`config.mk`:
```
export PLATFORM = sky130hd
export DESIGN_NAME = conv1d_sequencer
export DESIGN_NICKNAME = d
export VERILOG_FILES = /design/src/rtl/conv1d_sequencer.sv
export SDC_FILE = /design/constraint.sdc
export NUM_CORES = 1
export LEC_CHECK = 0
export ABC_AREA = 1
export CAP_MARGIN = 10
export CORE_AREA = 2 2 269 271
export DETAILED_ROUTE_END_ITERATION = 6
export DIE_AREA = 0 0 271 273
export PLACE_DENSITY_LB_ADDON = 0.3
export RECOVER_POWER = 50
export SYNTH_ARGS = -nofsm -noshare
export SYNTH_HDL_FRONTEND = slang
export SYNTH_SLANG_ARGS = --single-unit
```
`constraint.sdc`:
```
create_clock -name clk -period 2.75 [get_ports clk]
set_input_delay 0.55 -clock clk [delete_from_list [all_inputs] [get_ports clk]]
set_output_delay 0.55 -clock clk [all_outputs]
set_load 0.01 [all_outputs]
```
`src/rtl/conv1d_sequencer.sv`:
```
// conv1d_sequencer: drives conv1d_core over a stored sample vector once per filter.
// Define CONV_SEQ_RELU_EN to clip negative results to 0 and count clipped results.
module conv1d_sequencer #(
    parameter int DATA_WIDTH  = 16,
    parameter int KERNEL_SIZE = 3,
    parameter int NUM_FILTERS = 2,
    parameter int MAX_LEN     = 16,
    parameter int TIMEOUT     = 64
) (
    input  logic                  clk,
    input  logic                  rst,
    input  logic                  cfg_we,
    input  logic [$clog2(NUM_FILTERS*4)-1:0] cfg_addr,
    input  logic [DATA_WIDTH-1:0] cfg_data,
    input  logic                  smp_we,
    input  logic [DATA_WIDTH-1:0] smp_data,
    input  logic [$clog2(MAX_LEN):0] seq_len,
    input  logic                  go,
    output logic                  busy,
    output logic                  done,
    output logic                  err_len,
    output logic                  err_timeout,
    output logic                  core_rst_n,
    output logic                  core_start,
    output logic [DATA_WIDTH-1:0] core_data_in,
    output logic                  core_data_valid,
    output logic [DATA_WIDTH-1:0] core_weight0,
    output logic [DATA_WIDTH-1:0] core_weight1,
    output logic [DATA_WIDTH-1:0] core_weight2,
    output logic [DATA_WIDTH-1:0] core_bias,
    input  logic [DATA_WIDTH-1:0] core_conv_out,
    input  logic                  core_out_valid,
    output logic                  res_valid,
    output logic [DATA_WIDTH-1:0] res_data,
    output logic [((NUM_FILTERS > 1) ? $clog2(NUM_FILTERS) : 1)-1:0] res_filter,
    output logic [$clog2(MAX_LEN)-1:0] res_index
`ifdef CONV_SEQ_RELU_EN
    ,
    output logic [7:0]            relu_clip_cnt
`endif
);

    localparam int CAW = $clog2(NUM_FILTERS * 4);
    localparam int FW  = (NUM_FILTERS > 1) ? $clog2(NUM_FILTERS) : 1;
    localparam int IW  = $clog2(MAX_LEN);
    localparam int LW  = IW + 1;
    localparam int TW  = $clog2(TIMEOUT) + 1;

    typedef enum logic [2:0] {
        S_IDLE,
        S_LOAD,
        S_STREAM,
        S_DRAIN,
        S_FIN
    } state_t;

    state_t                state;
    logic [DATA_WIDTH-1:0] bank    [NUM_FILTERS][4];
    logic [DATA_WIDTH-1:0] smp_buf [MAX_LEN];
    logic [DATA_WIDTH-1:0] go_w    [4];
    logic [IW-1:0]         wr_ptr;
    logic [LW-1:0]         len;
    logic [LW-1:0]         k;
    logic [LW-1:0]         cnt;
    logic [LW-1:0]         exp_n;
    logic [FW-1:0]         filt;
    logic [TW-1:0]         tcnt;
    logic                  core_rst_q;
    logic [FW-1:0]         cfg_fi;
    logic [1:0]            cfg_slot;
    logic                  cfg_ok;
    logic                  len_bad;
    logic                  take_res;
    logic                  drain_hit;
    logic                  drain_to;

    assign core_rst_n = core_rst_q & ~rst;
    assign cfg_fi     = FW'(cfg_addr >> 2);
    assign cfg_slot   = cfg_addr[1:0];
    assign cfg_ok     = int'(cfg_addr >> 2) < NUM_FILTERS;
    assign len_bad    = (seq_len < LW'(KERNEL_SIZE)) ||
                        (seq_len > LW'(MAX_LEN));
    assign take_res   = (state == S_STREAM || state == S_DRAIN) &&
                        core_out_valid && (cnt < exp_n);
    assign drain_hit  = (cnt == exp_n);
    assign drain_to   = !core_out_valid && (tcnt == TW'(TIMEOUT - 1));

    // A config write landing on the go cycle must reach the core weights.
    always_comb begin
        for (int i = 0; i < 4; i++) begin
            go_w[i] = bank[0][i];
            if (cfg_we && cfg_ok && cfg_fi == '0 && cfg_slot == 2'(i))
                go_w[i] = cfg_data;
        end
    end

    always_ff @(posedge clk) begin
        if (state == S_IDLE && smp_we)
            smp_buf[wr_ptr] <= smp_data;
    end

    always_ff @(posedge clk) begin
        if (rst) begin
            state           <= S_IDLE;
            busy            <= 1'b0;
            done            <= 1'b0;
            err_len         <= 1'b0;
            err_timeout     <= 1'b0;
            core_rst_q      <= 1'b1;
            core_start      <= 1'b0;
            core_data_in    <= '0;
            core_data_valid <= 1'b0;
            core_weight0    <= '0;
            core_weight1    <= '0;
            core_weight2    <= '0;
            core_bias       <= '0;
            res_valid       <= 1'b0;
            res_data        <= '0;
            res_filter      <= '0;
            res_index       <= '0;
            wr_ptr          <= '0;
            len             <= '0;
            k               <= '0;
            cnt             <= '0;
            exp_n           <= '0;
            filt            <= '0;
            tcnt            <= '0;
`ifdef CONV_SEQ_RELU_EN
            relu_clip_cnt   <= '0;
`endif
            for (int f = 0; f < NUM_FILTERS; f++)
                for (int s = 0; s < 4; s++)
                    bank[f][s] <= '0;
        end else begin
            done      <= 1'b0;
            res_valid <= 1'b0;
            if (state == S_IDLE && smp_we)
                wr_ptr <= wr_ptr + 1'b1;
            if (take_res) begin
                res_valid  <= 1'b1;
                res_filter <= filt;
                res_index  <= cnt[IW-1:0];
                cnt        <= cnt + 1'b1;
`ifdef CONV_SEQ_RELU_EN
                if (core_conv_out[DATA_WIDTH-1]) begin
                    res_data <= '0;
                    if (relu_clip_cnt != 8'hFF)
                        relu_clip_cnt <= relu_clip_cnt + 1'b1;
                end else begin
                    res_data <= core_conv_out;
                end
`else
                res_data <= core_conv_out;
`endif
            end
            unique case (state)
                S_IDLE: begin
                    if (cfg_we && cfg_ok)
                        bank[cfg_fi][cfg_slot] <= cfg_data;
                    if (go && len_bad) begin
                        err_len <= 1'b1;
                        done    <= 1'b1;
                    end else if (go) begin
                        len          <= seq_len;
                        exp_n        <= seq_len - LW'(KERNEL_SIZE - 1);
                        filt         <= '0;
                        cnt          <= '0;
                        err_len      <= 1'b0;
                        err_timeout  <= 1'b0;
                        busy         <= 1'b1;
                        core_rst_q   <= 1'b0;
                        core_weight0 <= go_w[0];
                        core_weight1 <= go_w[1];
                        core_weight2 <= go_w[2];
                        core_bias    <= go_w[3];
`ifdef CONV_SEQ_RELU_EN
                        relu_clip_cnt <= '0;
`endif
                        state        <= S_LOAD;
                    end
                end
                S_LOAD: begin
                    core_rst_q      <= 1'b1;
                    core_data_in    <= smp_buf[0];
                    core_data_valid <= 1'b1;
                    core_start      <= 1'b1;
                    k               <= LW'(1);
                    state           <= S_STREAM;
                end
                S_STREAM: begin
                    if (k == len) begin
                        core_data_valid <= 1'b0;
                        core_start      <= 1'b0;
                        tcnt            <= '0;
                        state           <= S_DRAIN;
                    end else begin
                        core_data_in <= smp_buf[k[IW-1:0]];
                        k            <= k + 1'b1;
                    end
                end
                S_DRAIN: begin
                    if (drain_hit || drain_to) begin
                        if (!drain_hit)
                            err_timeout <= 1'b1;
                        if (filt < FW'(NUM_FILTERS - 1)) begin
                            filt         <= filt + 1'b1;
                            cnt          <= '0;
                            core_rst_q   <= 1'b0;
                            core_weight0 <= bank[filt + 1'b1][0];
                            core_weight1 <= bank[filt + 1'b1][1];
                            core_weight2 <= bank[filt + 1'b1][2];
                            core_bias    <= bank[filt + 1'b1][3];
                            state        <= S_LOAD;
                        end else begin
                            done  <= 1'b1;
                            state <= S_FIN;
                        end
                    end else if (core_out_valid) begin
                        tcnt <= '0;
                    end else begin
                        tcnt <= tcnt + 1'b1;
                    end
                end
                S_FIN: begin
                    busy   <= 1'b0;
                    wr_ptr <= '0;
                    state  <= S_IDLE;
                end
                default: state <= S_IDLE;
            endcase
        end
    end

endmodule

```
# Word-level counts from Yosys, hierarchy flattened
# Memories as Yosys holds them, arrays and structs flattened. A register that Yosys moved wholly into a read port is not among the register bits.
# Index checks and enable logic that the tools add are counted.
totals:
  register_bits: 143
  mem_bits_rw: 384
  in_bits: 62
  out_inout_bits: 109
  mem_count: 2
memory_table:
  columns: ["name", "words", "word_bits", "read_ports", "rd_ports_with_merged_regs", "wr", "line_no", "text"]
  rows:
  - ["smp_buf", 16, 16, 2, 1, 1, "59", "logic [DATA_WIDTH-1:0] smp_buf [MAX_LEN];"]
  - ["bank", 2, 64, 2, 0, 2, "58", "logic [DATA_WIDTH-1:0] bank [NUM_FILTERS][4];"]
op_classes:
  add_sub_neg: 6
  magnitude_cmp: 7
  n_eq_ne: 18
  mux: 81
  n_bitwise: 5
  n_reduce_logical: 36
ops:
  columns: ["op", "n"]
  rows:
  - ["two-way mux 16 bit", 22]
  - ["two-way mux 64 bit", 3]
  - ["case mux 16 bit (2 select lines)", 5]
  - ["OR reduction 64 bit", 1]
  - ["demux 16 bit (select 2 bit)", 1]
  - ["two-way mux 5 bit", 6]
  - ["two-way mux 1 bit", 24]
  - ["two-way mux 7 bit", 3]
  - ["case mux 5 bit (2 select lines)", 2]
  - ["two-way mux 3 bit", 5]
  - ["AND reduction 5 bit", 3]
  - ["case mux 7 bit (2 select lines)", 1]
  - ["logical AND 1 bit", 12]
  - ["case mux 3 bit (4 select lines)", 1]
  - ["adder 5 x 1 -> 5 bit (second input constant)", 2]
  - ["== test 5 bit", 2]
  - ["!= test 2 bit (second input constant)", 5]
  - ["case mux 1 bit (2 select lines)", 5]
  - ["nonzero test 2 bit", 5]
  - ["AND reduction 3 bit", 3]
  - ["two-way mux 4 bit", 2]
  - ["adder 7 x 1 -> 7 bit (second input constant)", 1]
  - ["== test 7 x 6 -> 1 bit (second input constant)", 1]
  - ["== test 3 x 2 -> 1 bit (second input constant)", 2]
  - ["other kinds (27)", 36]

# Logic depth before layout (Yosys ltp)
logic_depth:
  depth_word: 8
  mapped_depth: 12
  depth_no_buf: 11

# Worst setup path before layout
# OpenSTA, ideal clock, no wires.
synth_path:
  kind: "input -> register"
  start: "input port rst"
  end: "memory bank[1][48] in the netlist's numbering (enable)"
  setup_ns: 0.365
  arrival_ns: 1.894
  required_ns: 2.385
  path_slack_ns: 0.491
  path_stages: 6
  n_path_buf: 4
  path_cell_list: "clkbuf_1 > inv_1 > buf_2 > buf_1 > buf_1 > nand2_1"
synth_rtl:
  columns: ["element", "line_no", "text"]
  rows:
  - ["start, declared", "11", "input logic rst,"]
  - ["end, declared", "58", null]

==> impl_metrics.toml <==
[clock_network]
cts_resized = 0
clkTransAtPathRegs_ns = 0.06
cts_buffer_depth = 3
clock_tree.htree_level_count = 2
clock_tree.root_cell = "clkbuf_16"
tritoncts_clock_tree = "done"
ctsHoldBuffers = 0
tritoncts.num_buffers = 57
clkLatencyLatePin_ns = 0.64
postCtsSetupBuffers = 0
tritoncts_sinks = 530

[worst_setup_path]
critical_path.most_common_cell = "nor2_1"
timing.critical_path.depth = 8
worstPathMaxFanout = 17
critical_path.max_stage_delay_ns = 0.44
crit_slowest_cell = "nor2_1"
setup.worst_path.class = "reg -> reg"
critical_path_end_type = "flip-flop"
cp.arrival_ns = 2.79
crit_path_start_kind = "flip-flop"
ff2ff_path_depth = 8
setup.reg_to_reg.worst_slack_ns = 0.27
critical_path_buf_inv_count = 3
worstPathCellList = "nor2_1 > inv_2 > nor2_1 > inv_1 > nor2_4 > nand2_4 > buf_4 > nor2_1"
cp.required_ns = 3.06
critical_path.top_delay_family = "simple AND/OR/NAND/NOR gates"

[synth]
post_synth_instance_area_mm2 = 0.0225
synth_fp_nets = 2412
ys_seq_elements = 530
postSynth.topFlopCell = "edfxtp_1"
postSynthAreaPerCell_um2 = 9.63
ys_types = 35
synthCells = 2336
postSynth.asyncResetShare = 0
yosysSeqAreaShare = 0.643
yosysWarningCount = 0
edff_count_synth = 384

[die]
std_cell_rows = 98
core_area_mm2 = 0.0710
area_enclosed_by_the_die_boundary_mm2 = 0.0740
initial_utilization = 0.317
die_y_extent_um = 273
floorplan.die.width_um = 271
num_io_pins = 171

[timing]
worst-slew-pin-transition_ns = 1.12
clock.fmax_mhz = 403
postLayoutSetupSlackWorst_ns = 0.270
final.min_clock_period_ns = 2.48
timing.setup.tns_ns = 0
relSlewSlack = 0.251
finalClockSkew_ns = 0.0634
timing.final.crit_share = 0.902
finalHoldViolCount = 0
timing.final.max_slew_violations = 0
setup-violations-final = 0
setup_repair_after_global_routing_missed_its_margin = "false"

[grt]
grt_start_max_net_pins = 93
overflow_left_after_global_routing = 0
groute.usage.overall = 0.168
via_count_of_the_first_global_routing_pass = 16200
antenna_found_initial = 6
grt_first_pass_wirelength_um = 97000

[status]
status = "finished, final reports clean"

[flow_run]
max-cap-violations = 0

[power_and_ir_drop]
power.leakage_nw = 10.6
powerDensity_mw_per_mm2 = 939
vdd_ir_drop_max_v = 0.000561

[drt]
violation_count_after_the_first_detailed_route_iteration = 1524
finalWirelength_um = 64300
drt_drc_violations_left = 0
vias_per_cell = 4.85
drt_pass1_iterations = 7
routed-via-count = 17100
postRouteAntennaNets = 0
detail_route.wl_per_cell_um = 18.2

[final_layout]
num-fill-cells = 6855
finalNetCount = 2601
drive_gt1_frac = 0.0793
final_core_utilization = 0.390
area_growth_pct = 23.1

[place]
placement.io_buffers = 170
preCtsSetupSlack_ns = 0.143
dpl.hpwl_um = 39600
gp_congestion = 0.811

[min_path]
worstHoldPathCells = 2
worstHoldPathType = "reg -> reg"
==> layer usage <==
layer,up-vias,GRT usage,share of wire
li1,8270,-,-
met1,8125,0.239,0.45
met2,604,0.263,0.45
met3,100,0.0308,0.073
met4,6,0.0503,0.027
met5,-,0,0.00062
==> per-stage QoR <==
| step | hold WS [ns] | power [mW] | cell area [um2] | std cells |
|---|---|---|---|---|
| after global routing | 0.481 | 27.5 | 27700 | 3524 |
| after floorplan | 0.419 | 14.9 | 22500 | 2336 |
| after global placement | 0.448 | 18.1 | 25700 | 3416 |
| final | 0.459 | 26.0 | 27700 | 3525 |
| after detailed placement | 0.449 | 18.2 | 25700 | 3416 |
| after CTS | 0.458 | 26.5 | 27800 | 3524 |
==> kinds of logic after synthesis <==
group	count (synthesis)	synth area share
AO/OA/AOI/OAI	371	0.0945
XOR/XNOR	8	0.00312
adder cells (fa/ha/maj)	14	0.00779
buffers and inverters	285	0.0499
flip-flops	530	0.643
AND/OR/NAND/NOR	1128	0.202
==> where the power goes <==
part	leakage, nW	total (mW)	switching [mW]	internal [mW]
Combinational	4.81	7.46	4.66	2.80
Clock	0.992	8.20	3.28	4.92
Sequential	4.83	10.4	0.673	9.68
==> sequential cells by signal, indices dropped and copies added (netlist names), 3 cells and up, named ones only <==
register	count
state	3
wr_ptr	4
core_weight0	16
bank	128
res_data	16
k	5
cnt	5
core_data_in	16
res_index	4
core_weight1	16
core_bias	16
tcnt	7
smp_buf	256
exp_n	4
len	5
core_weight2	16
==> cells in the final DEF, fill, tap and decap left out, types with 5 or more instances in the layout <==
master and count:
nor2_1 377, nand4_1 27, o22ai_1 14, clkbuf_1 16
clkbuf_2 11, clkbuf_8 9, dlygate4sd3_1 96, clkinv_1 20
clkinv_2 9, xor2_1 7, buf_12 10, o21bai_1 16
a22oi_1 64, o21ai_0 208, inv_2 5, bufinv_16 8
edfxtp_1 384, nand2_1 567, inv_1 124, ha_1 14
dfxtp_1 144, a21oi_1 48, o31ai_1 15, clkbuf_16 58
nand3_1 146, clkdlybuf4s50_1 74, buf_4 74
==> area by class of cell <==
type | instances | area (um2) | share of cell area
diodes | 1 | 2.50 | 0.0000904
clock buffers | 82 | 1630 | 0.0590
clock inverters | 26 | 398 | 0.0144
inverters | 148 | 558 | 0.0202
multi-input cells | 1521 | 6920 | 0.250
flip-flops and latches | 530 | 14500 | 0.522
well taps | 950 | 1190 | 0.0429
repair buffers | 267 | 2520 | 0.0911
==> path summary, 6_finish.rpt <==
check | startpoint | endpoint
worst max-delay path | state[0]$_SDFFE_PP0P_ | bank[1][5]$_DFFE_PP_
worst min-delay path | tcnt[6]$_SDFFE_PP0P_ | tcnt[6]$_SDFFE_PP0P_
worst max register to register | state[0]$_SDFFE_PP0P_ | bank[1][5]$_DFFE_PP_
worst min register to register | tcnt[6]$_SDFFE_PP0P_ | tcnt[6]$_SDFFE_PP0P_
==> worst reg2reg max path, stage by stage, from the launching register on <==
cell and delay [ns]:
dfxtp_1 0.35, nor2_1 0.19, inv_2 0.06, nor2_1 0.34, inv_1 0.26, nor2_4 0.22, nand2_4 0.08, buf_4 0.21
nor2_1 0.45
==> cells in the mapped netlist (4+ instances only) <==
master    count  area [um2]
nand3_1     146         731
o31ai_1      15         113
ha_1         14         175
xor2_1        7        61.3
clkbuf_1     86         323
buf_2        37         185
inv_1       125         469
buf_1        12        45.0
o22ai_1      14        87.6
nand2_2       4        25.0
a21oi_1      48         240
clkinv_1     17        63.8
o21ai_0     208        1040
nor2_1      378        1420
a22oi_1      64         480
o21bai_1     16         120
edfxtp_1    384       11500
inv_2         6        22.5
nand4_1      27         169
dfxtp_1     146        2920
nand2_1     563        2110
Power figures use the tool's default switching activity.
